$ cat src/rtl/pkt_vc_sched_if.sv
// Handshake bundle between the per-VC packetizers, the VC scheduler and the packet processor.
// master drives the request side and out_ready_i; slave is the scheduler.
interface pkt_vc_sched_if #(
    parameter int unsigned NumReq        = 3,
    parameter int unsigned FlitDataWidth = 64,
    parameter int unsigned VcWidth       = (NumReq > 1) ? $clog2(NumReq) : 1
);
    logic [NumReq-1:0]               req_valid_i;
    logic [NumReq-1:0]               req_new_i;
    logic [NumReq-1:0]               req_last_i;
    logic [NumReq*FlitDataWidth-1:0] req_data_i;
    logic [NumReq-1:0]               req_ready_o;
    logic                            out_valid_o;
    logic                            out_new_o;
    logic                            out_last_o;
    logic [VcWidth-1:0]              out_vc_id_o;
    logic [FlitDataWidth-1:0]        out_data_o;
    logic                            out_ready_i;
    logic                            busy_o;
    logic                            err_o;

    modport master (
        output req_valid_i, req_new_i, req_last_i, req_data_i, out_ready_i,
        input  req_ready_o, out_valid_o, out_new_o, out_last_o, out_vc_id_o, out_data_o,
               busy_o, err_o
    );

    modport slave (
        input  req_valid_i, req_new_i, req_last_i, req_data_i, out_ready_i,
        output req_ready_o, out_valid_o, out_new_o, out_last_o, out_vc_id_o, out_data_o,
               busy_o, err_o
    );
endinterface

$ cat src/rtl/pkt_vc_sched.sv
// Packet-granular round-robin scheduler sharing the NI-to-router injection path between VCs.
// A winning head locks the path to its VC until that VC's tail flit is accepted.
module pkt_vc_sched #(
    parameter int unsigned NumReq        = 3,
    parameter int unsigned FlitDataWidth = 64,
    parameter int unsigned VcWidth       = (NumReq > 1) ? $clog2(NumReq) : 1
) (
    input logic           clk_noc,
    input logic           arst_noc,
    pkt_vc_sched_if.slave bus
);

    typedef enum logic [0:0] {StIdle, StLocked} state_e;

    state_e             state_q;
    logic [VcWidth-1:0] rr_ptr_q;
    logic [VcWidth-1:0] lock_vc_q;
    logic               head_acc_q;
    logic               err_q;

    logic [NumReq-1:0]        eligible;
    logic                     found;
    logic [VcWidth-1:0]       arb_idx;
    logic [VcWidth-1:0]       gnt_idx;
    logic                     gnt_valid;
    logic                     gnt_new;
    logic                     gnt_last;
    logic [FlitDataWidth-1:0] gnt_data;
    logic                     accept;
    logic [VcWidth-1:0]       rr_next;

    // Round-robin search: first pass from rr_ptr upward, second pass wraps to index 0.
    always_comb begin
        eligible = bus.req_valid_i & bus.req_new_i;
        found    = 1'b0;
        arb_idx  = '0;
        for (int i = 0; i < NumReq; i++) begin
            if (!found && eligible[i] && (VcWidth'(i) >= rr_ptr_q)) begin
                found   = 1'b1;
                arb_idx = VcWidth'(i);
            end
        end
        for (int i = 0; i < NumReq; i++) begin
            if (!found && eligible[i]) begin
                found   = 1'b1;
                arb_idx = VcWidth'(i);
            end
        end
    end

    always_comb begin
        gnt_idx   = (state_q == StLocked) ? lock_vc_q : arb_idx;
        gnt_valid = 1'b0;
        gnt_new   = 1'b0;
        gnt_last  = 1'b0;
        gnt_data  = '0;
        for (int i = 0; i < NumReq; i++) begin
            if (VcWidth'(i) == gnt_idx) begin
                gnt_valid = (state_q == StLocked) ? bus.req_valid_i[i] : found;
                gnt_new   = bus.req_new_i[i];
                gnt_last  = bus.req_last_i[i];
                gnt_data  = bus.req_data_i[i*FlitDataWidth +: FlitDataWidth];
            end
        end
        // Outputs are combinational from the inputs, so reset has to mask them explicitly.
        gnt_valid = gnt_valid & ~arst_noc;
        accept    = gnt_valid & bus.out_ready_i;
        rr_next   = (gnt_idx == VcWidth'(NumReq - 1)) ? '0 : gnt_idx + 1'b1;
    end

    always_comb begin
        bus.req_ready_o = '0;
        for (int i = 0; i < NumReq; i++) begin
            bus.req_ready_o[i] = accept && (VcWidth'(i) == gnt_idx);
        end
        bus.out_valid_o = gnt_valid;
        bus.out_new_o   = gnt_valid & gnt_new;
        bus.out_last_o  = gnt_valid & gnt_last;
        bus.out_vc_id_o = gnt_valid ? gnt_idx : '0;
        bus.out_data_o  = gnt_valid ? gnt_data : '0;
        bus.busy_o      = (state_q == StLocked);
        bus.err_o       = err_q;
    end

    always_ff @(posedge clk_noc or posedge arst_noc) begin
        if (arst_noc) begin
            state_q    <= StIdle;
            rr_ptr_q   <= '0;
            lock_vc_q  <= '0;
            head_acc_q <= 1'b0;
            err_q      <= 1'b0;
        end else begin
            err_q <= 1'b0;
            unique case (state_q)
                StIdle: begin
                    if (|(bus.req_valid_i & ~bus.req_new_i)) begin
                        err_q <= 1'b1;
                    end
                    if (gnt_valid) begin
                        lock_vc_q  <= gnt_idx;
                        rr_ptr_q   <= rr_next;
                        head_acc_q <= accept;
                        // A presented-but-unaccepted head still claims the path.
                        if (!(accept && gnt_last)) begin
                            state_q <= StLocked;
                        end
                    end
                end
                StLocked: begin
                    if (accept) begin
                        head_acc_q <= 1'b1;
                        if (head_acc_q && gnt_new) begin
                            err_q <= 1'b1;
                        end
                        if (gnt_last) begin
                            state_q <= StIdle;
                        end
                    end
                end
                default: state_q <= StIdle;
            endcase
        end
    end

endmodule

$ cat src/flat_wrapper.sv
// flat-port wrapper written by rule: the top's interface ports become plain ports
module pkt_vc_sched_flat 
#(
    parameter int unsigned NumReq        = 3,
    parameter int unsigned FlitDataWidth = 64,
    parameter int unsigned VcWidth       = (NumReq > 1) ? $clog2(NumReq) : 1
)
  (clk_noc, arst_noc, bus_req_valid_i, bus_req_new_i, bus_req_last_i, bus_req_data_i, bus_out_ready_i, bus_req_ready_o, bus_out_valid_o, bus_out_new_o, bus_out_last_o, bus_out_vc_id_o, bus_out_data_o, bus_busy_o, bus_err_o);
  pkt_vc_sched_if #(.NumReq(NumReq), .FlitDataWidth(FlitDataWidth), .VcWidth(VcWidth)) bus_i ();
  input logic clk_noc;
  input logic arst_noc;
  input wire logic [$bits(bus_i.req_valid_i)-1:0] bus_req_valid_i;
  input wire logic [$bits(bus_i.req_new_i)-1:0] bus_req_new_i;
  input wire logic [$bits(bus_i.req_last_i)-1:0] bus_req_last_i;
  input wire logic [$bits(bus_i.req_data_i)-1:0] bus_req_data_i;
  input wire logic [$bits(bus_i.out_ready_i)-1:0] bus_out_ready_i;
  output wire logic [$bits(bus_i.req_ready_o)-1:0] bus_req_ready_o;
  output wire logic [$bits(bus_i.out_valid_o)-1:0] bus_out_valid_o;
  output wire logic [$bits(bus_i.out_new_o)-1:0] bus_out_new_o;
  output wire logic [$bits(bus_i.out_last_o)-1:0] bus_out_last_o;
  output wire logic [$bits(bus_i.out_vc_id_o)-1:0] bus_out_vc_id_o;
  output wire logic [$bits(bus_i.out_data_o)-1:0] bus_out_data_o;
  output wire logic [$bits(bus_i.busy_o)-1:0] bus_busy_o;
  output wire logic [$bits(bus_i.err_o)-1:0] bus_err_o;
  assign bus_i.req_valid_i = bus_req_valid_i;
  assign bus_i.req_new_i = bus_req_new_i;
  assign bus_i.req_last_i = bus_req_last_i;
  assign bus_i.req_data_i = bus_req_data_i;
  assign bus_i.out_ready_i = bus_out_ready_i;
  assign bus_req_ready_o = bus_i.req_ready_o;
  assign bus_out_valid_o = bus_i.out_valid_o;
  assign bus_out_new_o = bus_i.out_new_o;
  assign bus_out_last_o = bus_i.out_last_o;
  assign bus_out_vc_id_o = bus_i.out_vc_id_o;
  assign bus_out_data_o = bus_i.out_data_o;
  assign bus_busy_o = bus_i.busy_o;
  assign bus_err_o = bus_i.err_o;
  pkt_vc_sched #(.NumReq(NumReq), .FlitDataWidth(FlitDataWidth), .VcWidth(VcWidth)) u_core (.clk_noc(clk_noc), .arst_noc(arst_noc), .bus(bus_i));
endmodule
$ cat config.mk
export PLATFORM = sky130hd
export DESIGN_NAME = pkt_vc_sched_flat
export DESIGN_NICKNAME = d
export VERILOG_FILES = /design/src/rtl/pkt_vc_sched_if.sv /design/src/rtl/pkt_vc_sched.sv /design/src/flat_wrapper.sv
export SDC_FILE = /design/constraint.sdc
export NUM_CORES = 1
export LEC_CHECK = 0
export ABC_AREA = 0
export ABC_CLOCK_PERIOD_IN_PS = 3030
export CAP_MARGIN = 40
export CORE_MARGIN = 8
export CORE_UTILIZATION = 26
export CTS_BUF_LIST = sky130_fd_sc_hd__clkbuf_16
export CTS_CLUSTER_SIZE = 20
export DETAILED_ROUTE_END_ITERATION = 6
export HOLD_SLACK_MARGIN = 0.08
export PLACE_DENSITY_LB_ADDON = 0.1
export RECOVER_POWER = 50
export REMOVE_ABC_BUFFERS = 1
export SYNTH_ARGS = -nofsm -noshare
export SYNTH_HDL_FRONTEND = slang
export SYNTH_SLANG_ARGS = --single-unit
$ cat constraint.sdc
create_clock -name clk_noc -period 3.03 [get_ports clk_noc]
set_input_delay 0.606 -clock clk_noc [delete_from_list [all_inputs] [get_ports clk_noc]]
set_output_delay 0.606 -clock clk_noc [all_outputs]
set_load 0.1 [all_outputs]
; Word-level counts from Yosys, hierarchy flattened
; Cells that the tools add are included.
[totals]
regBits = 7
input_bits = 204
output_inout_bits = 74
elab_cells = 87
[op_classes]
addsub = 1
n_lt_le_gt_ge = 3
eq_ne = 5
muxes = 42
bitwise = 9
n_reduce_logical = 22
[op_table]
columns = operator, n
row1 = $mux W64, 4
row2 = $mux W1, 28
row3 = $mux W2, 7
row4 = $logic_and A1 B1 Y1, 13
row5 = $and A3 B3 Y3, 2
row6 = $pmux W1 S2, 3
row7 = $logic_not A1 Y1, 5
row8 = $and A1 B1 Y1, 4
row9 = $ge A1 B2 Y1 const A, 2
row10 = $reduce_and A2 Y1, 2
row11 = $not A3 Y3, 1
row12 = $reduce_or A3 Y1, 1
row13 = $add A2 B1 Y2 const B, 1
row14 = $eq A1 B2 Y1 const A, 1
row15 = $eq A2 B2 Y1 const A, 1
row16 = $eq A2 B2 Y1 const B, 1
row17 = $ge A2 B2 Y1 const A, 1
row18 = $logic_not A2 Y1, 1
row19 = $ne A2 B1 Y1 const B, 1
row20 = $ne A2 B2 Y1 const B, 1
row21 = $not A1 Y1, 2

; Logic depth before layout (Yosys ltp)
[logic_depth]
word_depth = 31
depth_mapped = 8
ltp_nobuf = 7

; Worst setup path before layout
; OpenSTA, ideal clock, no wires.
[synth_timing]
path_type = register to output
from = reg u_core.state_q (netlist: u_core.bus.busy_o)
to = out bus_req_ready_o[1]
arrival_ns = 4.437
t_required_ns = 2.424
path_slack_ns = -2.013
path_stages_with_launch = 8
path_buffers = 1
path_cell_list = dfrtp_1 -> buf_2 -> a31oi_1 -> o21a_1 -> nand2_1 -> inv_1 -> nand2_1 -> nor3_1
[synth_via]
elab_chain_len = 8
elab_cells_between_ends = 13
cone_classes = eq/ne: 2 / mux: 7 / bitwise: 2 / reduce/logical: 2
[synth_rtl]
columns = item, line
row1 = "start, declared", pkt_vc_sched.sv:15  ; state_e state_q;
row2 = "start signal, assigned", pkt_vc_sched.sv:87  ; state_q <= StIdle;
row3 = "start signal, assigned", pkt_vc_sched.sv:105  ; state_q <= StLocked;
row4 = "start signal, assigned", pkt_vc_sched.sv:116  ; state_q <= StIdle;
row5 = $mux W2, pkt_vc_sched.sv:52  ; gnt_idx = (state_q == StLocked) ? lock_vc_q : arb_idx;
row6 = $logic_not A2 Y1, pkt_vc_sched.sv:58  ; if (VcWidth'(i) == gnt_idx) begin
row7 = $mux W1 (2 in series), pkt_vc_sched.sv:58
row8 = $mux W1 (*), pkt_vc_sched.sv:58
row9 = $and A1 B1 Y1 (*), pkt_vc_sched.sv:66  ; gnt_valid = gnt_valid & ~arst_noc;
row10 = named net bus_out_valid_o, flat_wrapper.sv:18  ; output wire logic [$bits(bus_i.out_valid_o)-1:0] bus_out_valid_o;
row11 = $and A1 B1 Y1 (*), pkt_vc_sched.sv:67  ; accept = gnt_valid & bus.out_ready_i;
row12 = $logic_and A1 B1 Y1 (*), pkt_vc_sched.sv:74  ; bus.req_ready_o[i] = accept && (VcWidth'(i) == gnt_idx);
row13 = "end, declared", flat_wrapper.sv:17  ; output wire logic [$bits(bus_i.req_ready_o)-1:0] bus_req_ready_o;
; Mark *: on every way through the listed nets, which the timed path passes. The rest lies on a longest branch.

; Final worst setup path
[layout_timing]
from = reg u_core.rr_ptr_q[1]
to = out bus_out_data_o[41]
[layout_via]
elab_chain_len = 27
elab_cells_between_ends = 42
cone_classes = order compare: 3 / eq/ne: 2 / mux: 22 / bitwise: 1 / reduce/logical: 14
[layout_rtl]
columns = item, line
row1 = "start, declared", pkt_vc_sched.sv:16  ; logic [VcWidth-1:0] rr_ptr_q;
row2 = "start signal, assigned", pkt_vc_sched.sv:101  ; rr_ptr_q <= rr_next;
row3 = $ge A1 B2 Y1, pkt_vc_sched.sv:38  ; if (!found && eligible[i] && (VcWidth'(i) >= rr_ptr_q)) begin
row4 = $logic_and A1 B1 Y1, pkt_vc_sched.sv:38
row5 = $mux W1, pkt_vc_sched.sv:38
row6 = $logic_not A1 Y1, pkt_vc_sched.sv:38
row7 = $logic_and A1 B1 Y1 (2 in series), pkt_vc_sched.sv:38
row8 = $mux W1, pkt_vc_sched.sv:38
row9 = $logic_not A1 Y1, pkt_vc_sched.sv:38
row10 = $logic_and A1 B1 Y1 (2 in series), pkt_vc_sched.sv:38
row11 = (+7 left out), -
row12 = $logic_not A1 Y1, pkt_vc_sched.sv:44  ; if (!found && eligible[i]) begin
row13 = $logic_and A1 B1 Y1, pkt_vc_sched.sv:44
row14 = $mux W2, pkt_vc_sched.sv:44
row15 = $mux W2, pkt_vc_sched.sv:52
row16 = $logic_not A2 Y1, pkt_vc_sched.sv:58
row17 = $mux W1 (3 in series), pkt_vc_sched.sv:58
row18 = $and A1 B1 Y1, pkt_vc_sched.sv:66
row19 = $mux W64 (*), pkt_vc_sched.sv:80  ; bus.out_data_o = gnt_valid ? gnt_data : '0;
row20 = "end, declared", flat_wrapper.sv:22  ; output wire logic [$bits(bus_i.out_data_o)-1:0] bus_out_data_o;
; Every way passes the cells marked *; elsewhere a longest branch is shown, timed or not.

==> impl_results.md <==
* Relative contribution of combinational cells to total power at 95.0%
* Commonest cells in the synthesized netlist: nor2_1, a22oi_1, mux2_2
* Adder-cell area share of the yosys netlist at 0%
* Total power per unit cell area at 1180 mW/mm2
* Layout area overhead at 219%
* Internal portion of total power at about 3.5 mW
* CTS max path bufs at 2
* Async S/R FF share, synth at 100%
* Capture point of the worst reg-to-reg path: u_core.bus.err_o$_DFF_PP0_
* Average size of a mapped cell at 7.53 um2
* Max stage delay cell, worst path: dfrtp_2
* Critical path's most frequent cell: buf_12
* Number of antenna violations at the first check in global routing at 0
* Clock tree from TritonCTS: yes
* CTS Buf Count at 3
* Worst-case register-to-register setup slack at 900 ps
* Standby leakage power at ~2.8 nW
* Number of detailed-routing iterations run before antenna repair at 4
* Met2 wire length at 9.02 mm
* Clk pin slew, worst setup/hold paths at approximately 40 ps
* Category of the critical setup timing path: register to primary output
* Area of the mapped netlist at 0.00215 mm2
* Amount of wire on met3 after detailed routing at 1.55 mm
* Vias in the first global route at 3927
* Vias per inst at 5.25
* Die area at ~0.011 mm2
* Switching portion of total power at 57.4%
* Cell depth of the worst min-delay path at 2
* Count of standard-cell rows at 33
* Clock latency on the worst-skew pair at 240 ps
* Outcome: finished, final reports clean
* Minimum setup slack after placement at -350 ps
* Leading register cell type out of synthesis: dfrtp_1
* Wire length of the first global-routing pass at between 20 and 25 mm
* Highest clock frequency the design can meet at ~340 MHz
* Total count of hold-check failures in the final report at 0
* Y dimension of the die at 107 um
* ANT nets after route at 0
* Setup total negative slack at 0 ps
* FF+latch count, synth at 7
* Largest fanout of any net on the critical path at 8
* Transition time at the pin with the least slew margin at 1190 ps
* Placer Congestion at just under 0.9
* Fillcell total at 433
* Final cycle utilization of the critical path at roughly 98%
* Post-synth top area cell: mux2_2
* Most frequent cell after synthesis: nor2_1
* Top cells by area in the synthesized netlist: mux2_2, a22oi_1, nor2_1, dfrtp_1, mux2_1
* Crit path buffers/inverters at 3
* Unique masters post-synth at 33
* Residual DRC at 0
* Top-level port count at between 200 and 300
* Clock power frac at under 10%
* Violation count after the first detailed-routing iteration at 126
* Total setup violations reported at the end of the flow at 0
* Initial core utilization at roughly a quarter
* Launch point of the worst hold path: u_core.head_acc_q$_DFFE_PP0P_
* Core Area at 0.00813 mm2
* Total Routing Usage GR at 26.3%
* Number of hold buffers added after CTS at 0
* Sequence of cells on the critical path: nor2b_4 > o2111ai_4 > a21oi_4 > buf_12 > clkbuf_16 > mux2_2 > a22oi_1 > nor2_1 > buf_12
* Final critical-path required period at between 2000 and 3000 ps
* Worst Reg-to-Reg Cells at 11
* Arrival time reported for the critical path endpoint at 2360 ps
* Area fraction in compound gates after synthesis at 28.9%
* CTS H-tree depth at 1
* Worst setup margin at 62.6 ps
* Xor and xnor fraction of the mapped netlist area at 0%
* Total gr overflow at 0
* Instance count of the mapped netlist at 286
* Share of synthesized area occupied by flip-flops and latches at 8.13%
* Count of pins over their slew limit at 0
* Mux share of post-synthesis cell area at 35.9%
* Largest family of logic cells by synthesized area: multiplexers
* Number of nets in the layout at 797
* Fraction of layout instances using a drive strength above 1 at between 40% and 50%
* Post-synthesis simple-gate area fraction at 17.8%
* Largest net degree at the start of global routing at 47
* Net switching power figure at 4.65 mW
* Warnings, synthesis at 0
* Start of the worst register-to-register path: u_core.rr_ptr_q[1]$_DFFE_PP0P_
* Capture endpoint of the worst hold path: u_core.head_acc_q$_DFFE_PP0P_
* HP Class: register to register
* Number of synthesized flops with an enable pin at 0
* Worst endpoint required time at 2420 ps
* CTS root buffer: clkbuf_16
* Uppermost layer routed: met4
* Dominant delay contributor by cell family on the critical path: compound AO/OA/AOI/OAI gates
* Via count at 3660
* Met1 wire length at 5.79 mm
* Area share of the leading cell type in the synthesized netlist at roughly 29%
* N_diodes at 0
* Reported max-cap violation count at 0
* Relative slew slack at 20.9%
* Sum of net half-perimeters after detailed placement at ~12 mm
* Number of sinks handled by clock tree synthesis at 7
* Horizontal die dimension at 107 um
* Setup crit start kind: register
* IR drop worst, VDD at approximately 830 uV
* Total wire length after detailed routing at between 15 and 20 mm
* Worst Setup End Kind: primary output
* CP max stage delay at between 400 and 500 ps
* Skew final at around 1.9 ps
* Share of total power in sequential cells at under 10%
* Average wire per cell in the routed design at 24.4 um
* Buffers on Ports at 277
## worst max path at each step
stage,startpoint,end,slack [ps],cells after the start
after floorplan,u_core.bus.busy_o$_DFF_PP0_,bus_out_data_o[0],-3640,5
after global placement,bus_req_new_i[0],bus_out_data_o[16],-320,10
after detailed placement,bus_req_new_i[0],bus_out_data_o[16],-350,10
after CTS,bus_req_new_i[1],bus_out_data_o[4],-20,10
after global routing,u_core.rr_ptr_q[1]$_DFFE_PP0P_,bus_out_data_o[48],-30,9
final,u_core.rr_ptr_q[1]$_DFFE_PP0P_,bus_out_data_o[41],60,9
## sequential cells by signal, indices dropped and copies added, names as in the netlist
register	cells
u_core.bus.busy_o	1
u_core.head_acc_q	1
u_core.lock_vc_q	2
u_core.bus.err_o	1
u_core.rr_ptr_q	2
## cell families after synthesis
| group | count (synthesis) |
|---|---|
| muxes | 69 |
| AOI/OAI and AO/OA | 79 |
| and+or+nand+nor | 93 |
| DFF | 7 |
| buffers and inverters | 38 |
## cell usage in the layout, fill, tap and decap left out, types with 5 or more instances in the layout
cell	n
inv_1	9
dfrtp_1	5
buf_4	24
clkbuf_16	8
clkdlybuf4s50_1	197
mux2_4	7
nor2_2	30
buf_12	82
mux2_2	51
a22oi_2	52
buf_6	9
buf_16	5
mux2_1	8
buf_2	5
a22oi_1	12
nor2_1	40
## power by group through the flow
stage / Clock, mW / Sequential [mW] / Combinational [mW]
final: 0.230 / 0.173 / 7.71
after CTS: 0.229 / 0.169 / 7.03
after global placement: 0 / 0.163 / 6.71
after global routing: 0.234 / 0.178 / 7.95
after detailed placement: 0 / 0.166 / 6.76
after floorplan: 0 / 0.235 / 4.09
## worst reg2reg max path, stage by stage, from the launching register on
cell and delay, ps:
dfrtp_2 440, nor2b_4 160, o2111ai_4 160, a21oi_4 240, buf_12 150, nor2_4 40, buf_4 150, buf_4 130
buf_6 140, o2bb2ai_2 140, buf_4 140, o2bb2ai_1 130
## metrics by stage
step | utilization [%] | hold slack [ps] | power (mW) | instances | instance area [um2]
final | 84.4 | 545 | 8.11 | 697 | 6870
after floorplan | - | 409 | 4.32 | 256 | 1990
after CTS | 78.1 | 542 | 7.43 | 687 | 6350
after global placement | 72.9 | 527 | 6.88 | 666 | 5930
after global routing | 84.4 | 601 | 8.36 | 697 | 6870
after detailed placement | 72.9 | 532 | 6.92 | 666 | 5930
## area by class of cell
cell class	instances	area [um2]	share of cell area [%]
repair buffers	332	4230	61.5
clock inverters	1	3.75	0.0547
clock buffers	3	75.1	1.09
flip-flops and latches	7	178	2.59
well taps	105	131	1.91
multi-input cells	241	2220	32.4
inverters	8	30.0	0.437
## layer usage
layer	GRT usage, %	vias up
met2	48.3	185
li1	-	1688
met3	9.18	47
met1	27.1	1740
met5	0	-
met4	8.24	0
## repair_timing
item | 4_1_cts | 5_1_grt
resized for setup | 43 | 105
gates cloned | 5 | 6
pin swaps | 17 | 38
setup buffers | 13 | 4
endpoints found under the hold margin | 0 | 0
endpoints found under the setup margin | 72 | 69
(Power assumes the default switching activity.)
